$ cat config.mk
export PLATFORM = sky130hd
export DESIGN_NAME = reel_controller
export DESIGN_NICKNAME = d
export VERILOG_FILES = /design/src/rtl/reel_controller_pkg.sv /design/src/rtl/reel_controller_game_tick_gen.sv /design/src/rtl/reel_controller.sv
export SDC_FILE = /design/constraint.sdc
export NUM_CORES = 1
export LEC_CHECK = 0
export ABC_AREA = 1
export CAP_MARGIN = 20
export CORE_ASPECT_RATIO = 0.5
export CORE_MARGIN = 4
export CORE_UTILIZATION = 61
export CTS_CLUSTER_SIZE = 16
export DETAILED_ROUTE_END_ITERATION = 10
export PLACE_DENSITY = 0.84
export SKIP_CTS_REPAIR_TIMING = 1
export SLEW_MARGIN = 20
export SYNTH_ARGS = -nofsm -noshare
export SYNTH_HDL_FRONTEND = slang
export SYNTH_SLANG_ARGS = --single-unit
$ cat constraint.sdc
create_clock -name clk -period 11.8 [get_ports clk]
set_input_delay 3.54 -clock clk [delete_from_list [all_inputs] [get_ports clk]]
set_output_delay 3.54 -clock clk [all_outputs]
set_load 0.01 [all_outputs]
$ cat src/rtl/reel_controller_pkg.sv
// Shared encodings and thresholds for the fishing-reel controller.
// Level filtering and step selection helpers live here so every file agrees on them.
package reel_controller_pkg;

    typedef enum logic [1:0] {
        ST_IDLE = 2'd0,
        ST_ARM  = 2'd1,
        ST_REEL = 2'd2,
        ST_COOL = 2'd3
    } state_e;

    typedef enum logic [1:0] {
        LVL_NONE = 2'd0,
        LVL_SLOW = 2'd1,
        LVL_FAST = 2'd2
    } level_e;

    localparam logic [2:0] STEP_NONE = 3'd0;
    localparam logic [2:0] STEP_SLOW = 3'd2;
    localparam logic [2:0] STEP_FAST = 3'd4;

    localparam logic [3:0] AVG_SLOW = 4'd9;
    localparam logic [3:0] AVG_FAST = 4'd10;

    function automatic logic [1:0] raw_level(input logic [3:0] avg);
        if (avg >= AVG_FAST) begin
            return LVL_FAST;
        end else if (avg == AVG_SLOW) begin
            return LVL_SLOW;
        end
        return LVL_NONE;
    endfunction

    // Cooldown caps the climb rate at the slow step even when reeling fast.
    function automatic logic [2:0] step_for(input state_e st, input logic [1:0] lvl);
        logic [2:0] s;
        s = STEP_NONE;
        if (st == ST_REEL) begin
            if (lvl == LVL_FAST) begin
                s = STEP_FAST;
            end else if (lvl == LVL_SLOW) begin
                s = STEP_SLOW;
            end
        end else if (st == ST_COOL) begin
            if (lvl != LVL_NONE) begin
                s = STEP_SLOW;
            end
        end
        return s;
    endfunction

endpackage

$ cat src/rtl/reel_controller_game_tick_gen.sv
// Free-running divider producing the one-cycle game tick.
// The pulse is a decode of the counter, so it lines up with the last count.
module game_tick_gen #(
    parameter int TICK_DIV = 833333
) (
    input  logic clk,
    input  logic rst,
    output logic game_tick
);

    localparam int CW = (TICK_DIV > 1) ? $clog2(TICK_DIV) : 1;
    localparam logic [CW-1:0] CNT_LAST = CW'(TICK_DIV - 1);

    logic [CW-1:0] cnt_q;
    logic [CW-1:0] cnt_d;

    always_comb begin
        cnt_d = (cnt_q == CNT_LAST) ? '0 : cnt_q + 1'b1;
    end

    always_ff @(posedge clk or posedge rst) begin
        if (rst) begin
            cnt_q <= '0;
        end else begin
            cnt_q <= cnt_d;
        end
    end

    assign game_tick = (cnt_q == CNT_LAST);

endmodule

$ cat src/rtl/reel_controller.sv
// Reel controller: filters reel speed into a level and turns it into per-tick
// line-raise steps, with a strike delay and a fatigue cooldown.
module reel_controller
    import reel_controller_pkg::*;
#(
    parameter int TICK_DIV   = 833333,
    parameter int ARM_TICKS  = 30,
    parameter int HOLD_TICKS = 8,
    parameter int MAX_BURST  = 240,
    parameter int COOL_TICKS = 60
) (
    input  logic       clk,
    input  logic       rst,
    input  logic [8:0] reel,
    input  logic       reel_valid,
    input  logic       catch_active,
    output logic       game_tick,
    output logic       step_valid,
    output logic [2:0] step,
    output logic [1:0] level,
    output logic [1:0] state
);

    localparam int AW = $clog2(ARM_TICKS + 1);
    localparam int HW = $clog2(HOLD_TICKS + 1);
    localparam int BW = $clog2(MAX_BURST + 1);
    localparam int KW = $clog2(COOL_TICKS + 1);

    localparam logic [AW-1:0] ARM_LAST   = AW'(ARM_TICKS - 1);
    localparam logic [AW-1:0] ARM_MAX    = AW'(ARM_TICKS);
    localparam logic [HW-1:0] HOLD_LAST  = HW'(HOLD_TICKS - 1);
    localparam logic [HW-1:0] HOLD_MAX   = HW'(HOLD_TICKS);
    localparam logic [BW-1:0] BURST_LAST = BW'(MAX_BURST - 1);
    localparam logic [BW-1:0] BURST_MAX  = BW'(MAX_BURST);
    localparam logic [KW-1:0] COOL_LAST  = KW'(COOL_TICKS - 1);
    localparam logic [KW-1:0] COOL_MAX   = KW'(COOL_TICKS);

    state_e        state_q, state_d;
    logic [3:0]    buf_q [4];
    logic [5:0]    sum;
    logic [3:0]    avg;
    logic [1:0]    raw;
    logic [1:0]    level_q, level_d;
    logic [HW-1:0] hold_q, hold_d;
    logic [AW-1:0] arm_q, arm_d;
    logic [BW-1:0] burst_q, burst_d;
    logic [KW-1:0] cool_q, cool_d;
    logic [2:0]    step_q, step_d;
    logic          reel_unused;

    assign reel_unused = ^reel[4:0];

    game_tick_gen #(.TICK_DIV(TICK_DIV)) u_tick (
        .clk       (clk),
        .rst       (rst),
        .game_tick (game_tick)
    );

    // Four-deep sample history; the sensor keeps filling it even while idle.
    generate
        for (genvar gi = 0; gi < 4; gi++) begin : g_buf
            if (gi == 0) begin : g_head
                always_ff @(posedge clk or posedge rst) begin
                    if (rst) begin
                        buf_q[gi] <= '0;
                    end else if (reel_valid) begin
                        buf_q[gi] <= reel[8:5];
                    end
                end
            end else begin : g_tail
                always_ff @(posedge clk or posedge rst) begin
                    if (rst) begin
                        buf_q[gi] <= '0;
                    end else if (reel_valid) begin
                        buf_q[gi] <= buf_q[gi-1];
                    end
                end
            end
        end
    endgenerate

    assign sum = 6'(buf_q[0]) + 6'(buf_q[1]) + 6'(buf_q[2]) + 6'(buf_q[3]);
    assign avg = 4'(sum >> 2);
    assign raw = raw_level(avg);

    always_ff @(posedge clk or posedge rst) begin
        if (rst) begin
            state_q <= ST_IDLE;
        end else begin
            state_q <= state_d;
        end
    end

    always_comb begin
        state_d = state_q;
        if (!catch_active) begin
            state_d = ST_IDLE;
        end else begin
            case (state_q)
                ST_IDLE: state_d = ST_ARM;
                ST_ARM:  if (game_tick && arm_q == ARM_LAST) state_d = ST_REEL;
                ST_REEL: if (game_tick && level_q == LVL_FAST && burst_q == BURST_LAST) state_d = ST_COOL;
                ST_COOL: if (game_tick && cool_q == COOL_LAST) state_d = ST_REEL;
                default: state_d = ST_IDLE;
            endcase
        end
    end

    always_comb begin
        arm_d   = arm_q;
        burst_d = burst_q;
        cool_d  = cool_q;
        case (state_q)
            ST_IDLE: arm_d = '0;
            ST_ARM:  if (game_tick && arm_q != ARM_MAX) arm_d = arm_q + 1'b1;
            ST_REEL: begin
                if (game_tick) begin
                    if (level_q != LVL_FAST) begin
                        burst_d = '0;
                    end else if (burst_q != BURST_MAX) begin
                        burst_d = burst_q + 1'b1;
                    end
                end
            end
            ST_COOL: if (game_tick && cool_q != COOL_MAX) cool_d = cool_q + 1'b1;
            default: arm_d = '0;
        endcase
        if (state_d == ST_COOL && state_q != ST_COOL) cool_d = '0;
        if (state_d == ST_REEL && state_q != ST_REEL) burst_d = '0;
        if (state_d == ST_IDLE) begin
            arm_d   = '0;
            burst_d = '0;
            cool_d  = '0;
        end
    end

    // Fast attack, slow release: rises immediately, falls one step per tick
    // only after the raw level has stayed lower for HOLD_TICKS ticks.
    always_comb begin
        level_d = level_q;
        hold_d  = hold_q;
        if (raw > level_q) begin
            level_d = raw;
            hold_d  = '0;
        end else if (game_tick) begin
            if (raw < level_q) begin
                if (hold_q >= HOLD_LAST) begin
                    level_d = level_q - 2'd1;
                    hold_d  = HOLD_MAX;
                end else begin
                    hold_d = hold_q + 1'b1;
                end
            end else begin
                hold_d = '0;
            end
        end
        if (state_d == ST_IDLE) begin
            level_d = LVL_NONE;
            hold_d  = '0;
        end
    end

    always_comb begin
        step_d     = step_for(state_d, level_d);
        step_valid = game_tick && (state_q == ST_REEL || state_q == ST_COOL);
    end

    always_ff @(posedge clk or posedge rst) begin
        if (rst) begin
            level_q <= LVL_NONE;
            hold_q  <= '0;
            arm_q   <= '0;
            burst_q <= '0;
            cool_q  <= '0;
            step_q  <= STEP_NONE;
        end else begin
            level_q <= level_d;
            hold_q  <= hold_d;
            arm_q   <= arm_d;
            burst_q <= burst_d;
            cool_q  <= cool_d;
            step_q  <= step_d;
        end
    end

    assign step  = step_q;
    assign level = level_q;
    assign state = state_q;

endmodule
Word-level counts from Yosys, hierarchy flattened
Cells that the tools add are included.
{ "totals": {"regBits": 66, "inputBits": 13, "output_inout_bits": 9, "elab_cells": 107} }
{ "op_classes": {"n_addsub": 9, "magnitude_cmp": 4, "n_eq_ne": 20, "n_mux": 39, "n_reduce_logical": 23} }
{ "op_table": {"columns": ["operator", "count"], "rows": [
  ["8-bit two-way mux", 6],
  ["2-bit two-way mux", 15],
  ["6-bit two-way mux", 4],
  ["20-bit by 1-bit adder with 20-bit output (second input constant)", 1],
  ["20-bit equality test (second input constant)", 1],
  ["20-bit two-way mux", 1],
  ["4-bit two-way mux", 5],
  ["3-bit nonzero test", 6],
  ["2-bit equality test (second input constant)", 6],
  ["5-bit two-way mux", 2],
  ["5-bit one-hot mux with 2 select lines", 1],
  ["1-bit logical AND", 9],
  ["8-bit by 1-bit adder with 8-bit output (second input constant)", 1],
  ["8-bit equality test (second input constant)", 1],
  ["8-bit != test (second input constant)", 1],
  ["2-bit one-hot mux with 4 select lines", 1],
  ["5-bit by 4-bit adder with 6-bit output", 1],
  ["6-bit by 1-bit adder with 6-bit output (second input constant)", 1],
  ["6-bit by 4-bit adder with 6-bit output", 1],
  ["6-bit equality test (second input constant)", 1],
  ["3-bit two-way mux", 2],
  ["2-bit != test (second input constant)", 3],
  ["6-bit != test (second input constant)", 1],
  ["4-bit by 4-bit adder with 5-bit output", 1],
  ["19 further kinds", 23]
]} }

Depth between registers and ports, before layout
{ "logic_depth": {"word_depth": 16, "ltp_mapped": 24, "depth_no_buf": 24} }

By module
From an unflattened synthesis, not the netlist that was laid out.
{ "hier_totals": {"cells_unflattened": 505, "hier_area_um2": 4038.9} }
{ "modules_own_cells": {"columns": ["mod", "n_inst", "cells_per_inst", "area_each_um2", "seq_area_each_um2"], "rows": [
  ["reel_controller", 1, 341, 2829.0, 1126.1],
  ["game_tick_gen", 1, 164, 1209.9, 500.5]
]} }

Least setup slack after synthesis
OpenSTA, ideal clock, no wires.
{ "synth_timing": {"path_kind": "flip-flop to output port", "from": "register u_tick.cnt_q[0]", "to": "output step_valid", "arrival_ps": 1282, "path_slack_ps": 6978, "stages_incl_launch_ff": 9, "path_cell_list": "dfrtp_1 -> inv_1 -> ha_1 -> nand2_1 -> nor2_1 -> nand2_1 -> nor2_4 -> nand2_1 -> nor2_1"} }
{ "synth_between": {"elab_chain_len": 2} }
{ "synth_rtl": {"columns": ["item", "line_no", "rtl"], "rows": [
  ["start, declared", "reel_controller_game_tick_gen.sv:14", "logic [CW-1:0] cnt_q;"],
  ["start signal, assigned", "reel_controller_game_tick_gen.sv:25", "cnt_q <= cnt_d;"],
  ["20-bit equality test", "reel_controller_game_tick_gen.sv:29", "assign game_tick = (cnt_q == CNT_LAST);"],
  ["1-bit logical AND", "reel_controller.sv:165", "step_valid = game_tick && (state_q == ST_REEL || state_q == ST_COOL);"],
  ["end, declared", "reel_controller.sv:18", "output logic step_valid,"]
]} }
Every way passes these cells.

Final worst setup path
Ends and elaborated chain as after synthesis.

==> out/metrics.cfg <==
[yosys]
synth-seq-cells = 65
synthesis.nets = 540
syn_inst = 503
yosysUniqueCellTypes = 42
syn_area_sq_um = 3980
syn_avg_cell_area_sq_um = 7.90
synth-seq-area-share_pct = 40.9
synth_warnings = 0

[route]
highest_layer = met4
via_per_inst = 5.27
wl_met2_microns = 3910
drc = 0
antenna_left = 0
drt_pass1_iterations = 5
met3_length_microns = 247
met1_length_microns = 3560
via_count = 3230
drt-initial-drc-count = 246
post_drt_wl_per_cell_microns = 12.9
wirelength_microns = 7900

[worst_setup_path]
rrSetupSlack_ps = 7730
crit_path_end_kind = output port
crit_fanout = 8
worstPathRequired_ps = 8260
critPathLaunchType = flip-flop
crit_type = flip-flop to output port
arrival_ps = 2360

[floorplanning]
dieArea_sq_um = 7950
row_count = 20
initial_core_util_pct = 64.3
core_area_sq_um = 6180
io_pins = 22
dieHeight_microns = 65.1
die_width_microns = 122

[global_route]
grt_pass1_vias = 3289
overflow = 0
grtUsageTotal_pct = 23.2
grt_pass1_wl_microns = 14400
grt_max_degree = 66
antenna_found_initial = 0

[pwr]
irDropWorstVdd_v = 0.000115
leakagePower_uw = 0.00218
power_switching_uw = 199
swShare_pct = 28.3
power_frac_seq_pct = 35.0
p_clk_share_pct = 44.0
combPwrFrac_pct = 21.0
internal_power_uw = 503
power.density_nw_per_um2 = 154

[final_layout]
fin_nets = 557
fin_util_pct = 73.5
n_antenna_cell = 0
drive_gt1_share_pct = 9.33
syn_to_final_growth_pct = 14.3

[sta]
finalSetupViolCount = 0
finalMaxSlewViolations = 0
max_freq_mhz = 169
tns_ps = 0
fin_crit_ps = 5900
rsz0062_at_grt = no
hold_violations = 0
period_share_pct = 50.0
finalClockSkew_ps = 5.54
tightest_slew_ps = 820
max_slew_margin_pct = 45.1

[clock_tree]
clock_sinks = 65
cts_root_buffer = clkbuf_16
clockBufferDepth = 2
cts_buffers = 9
cts_tree = done
path_clk_slew_ps = 50
clock_latency_ps = 330
ctsHtreeMaxLevel = 3

[flow_run]
maxCapViolCount = 0

[place]
place.gp.congestion = 0.891
port_buffers = 15
dpl.hpwl_microns = 5280

[worst_hold_path]
min_path_type = flip-flop to flip-flop

[run_status]
status = completed

==> final timing paths <==
kind	startpoint	endpoint	depth (start not counted)
worst min-delay path	buf_q[6]$_DFFE_PP0P_	buf_q[2]$_DFFE_PP0P_	2
worst max-delay path	u_tick.cnt_q[0]$_DFF_PP0_	step_valid	9
min in group asynchronous	rst	buf_q[7]$_DFFE_PP0P_	3
worst max register to register	buf_q[5]$_DFFE_PP0P_	step[1]$_DFF_PP0_	20
max in group asynchronous	rst	u_tick.cnt_q[9]$_DFF_PP0_	3
worst min register to register	buf_q[6]$_DFFE_PP0P_	buf_q[2]$_DFFE_PP0P_	2
==> sequential cells by signal, summed over array words and instances (netlist names) <==
| register | flops |
|---|---|
| u_tick.cnt_q | 20 |
| state | 2 |
| burst_q | 8 |
| cool_q | 6 |
| step | 2 |
| level | 2 |
| hold_q | 4 |
| buf_q | 16 |
| arm_q | 5 |
==> logic make-up after synthesis <==
family	share of synthesized area, %
and+or+nand+nor	28.8
AOI/OAI and AO/OA	8.03
other	0.0943
DFF	40.9
xor gates and xnor gates	2.86
buffers and inverters	9.66
muxes	0.567
adders and majority gates	9.07
==> cell type report <==
type	count	area [sq um]
clock inverters	5	103
well taps	88	110
repair buffers	16	158
fillers	448	1640
multi-input cells	338	1960
clock buffers	11	243
flip-flops and latches	65	1630
inverters	90	340
==> power groups by stage <==
stage	Combinational [uW]	Clock [uW]	Sequential (uW)
after floorplan	115	0	247
after global placement	139	0	248
after detailed placement	146	0	249
after CTS	149	312	245
after global routing	177	325	246
final	147	309	245
==> routing by layer <==
| layer | GRT usage, % | vias to the layer above |
|---|---|---|
| met5 | 0 | - |
| met4 | 11.2 | 0 |
| met3 | 5.67 | 19 |
| met2 | 40.0 | 56 |
| met1 | 27.6 | 1515 |
| li1 | - | 1640 |
==> synth_stat cells, drive strengths merged <==
cell type,instances,area (sq um)
conb,1,3.75
clkbuf,6,22.5
nand4,6,37.5
nor3,15,80.1
fa,8,160
or2,2,12.5
buf,4,21.3
o211ai,1,7.51
o2111ai,1,8.76
nand3,50,303
o21bai,1,7.51
inv,90,340
o31ai,2,15.0
a21oi,23,115
nand2,105,417
dfrtp,65,1630
o21ai,27,135
o221ai,1,8.76
xor2,9,78.8
nor4,2,12.5
nor2,53,239
xnor2,4,35.0
nand3b,4,30.0
nor3b,1,7.51
ha,16,200
mux2,2,22.5
o22ai,1,6.26
a31oi,1,6.26
and2,1,6.26
a31o,1,8.76
==> worst max-delay path, cell delays in order (launching register included) <==
cell             delay, ps
dfrtp_1                420
inv_1                   80
ha_1                   130
nand2_1                 50
nor2_1                 130
nand2_1                100
nor2_4                 140
nand2_1                230
nor2_1                 200
clkdlybuf4s50_1        560
==> per-stage QoR <==
stage	instance area, sq um	cells	hold slack [ps]	total power [uW]	worst slack [ps]
detailed placement	4200	597	470	395	6070
CTS	4540	613	482	707	5890
global placement	4200	597	460	387	6120
global route	4540	613	513	748	5750
finish	4540	613	479	701	5900
floorplan	3980	503	450	362	6630
==> placed cells by master (no fill, tap or decap), types with 2 or more instances in the layout <==
cell type / instances
or2_2: 2
bufinv_16: 3
o31ai_1: 2
nand3_1: 41
o21ai_1: 2
a21oi_1: 23
inv_2: 2
o21ai_0: 25
nor2_1: 45
fa_1: 8
clkdlybuf4s50_1: 15
ha_1: 16
xor2_1: 9
nand2_2: 6
nor4_1: 2
nor2_4: 4
xnor2_1: 4
nand3b_1: 4
mux2_2: 2
nor2_2: 4
dfrtp_1: 65
nand3_2: 8
inv_1: 87
nand4_1: 6
nand2_1: 98
nor3_1: 14
clkbuf_16: 9
No activity file was read; power rests on OpenSTA's default activity.
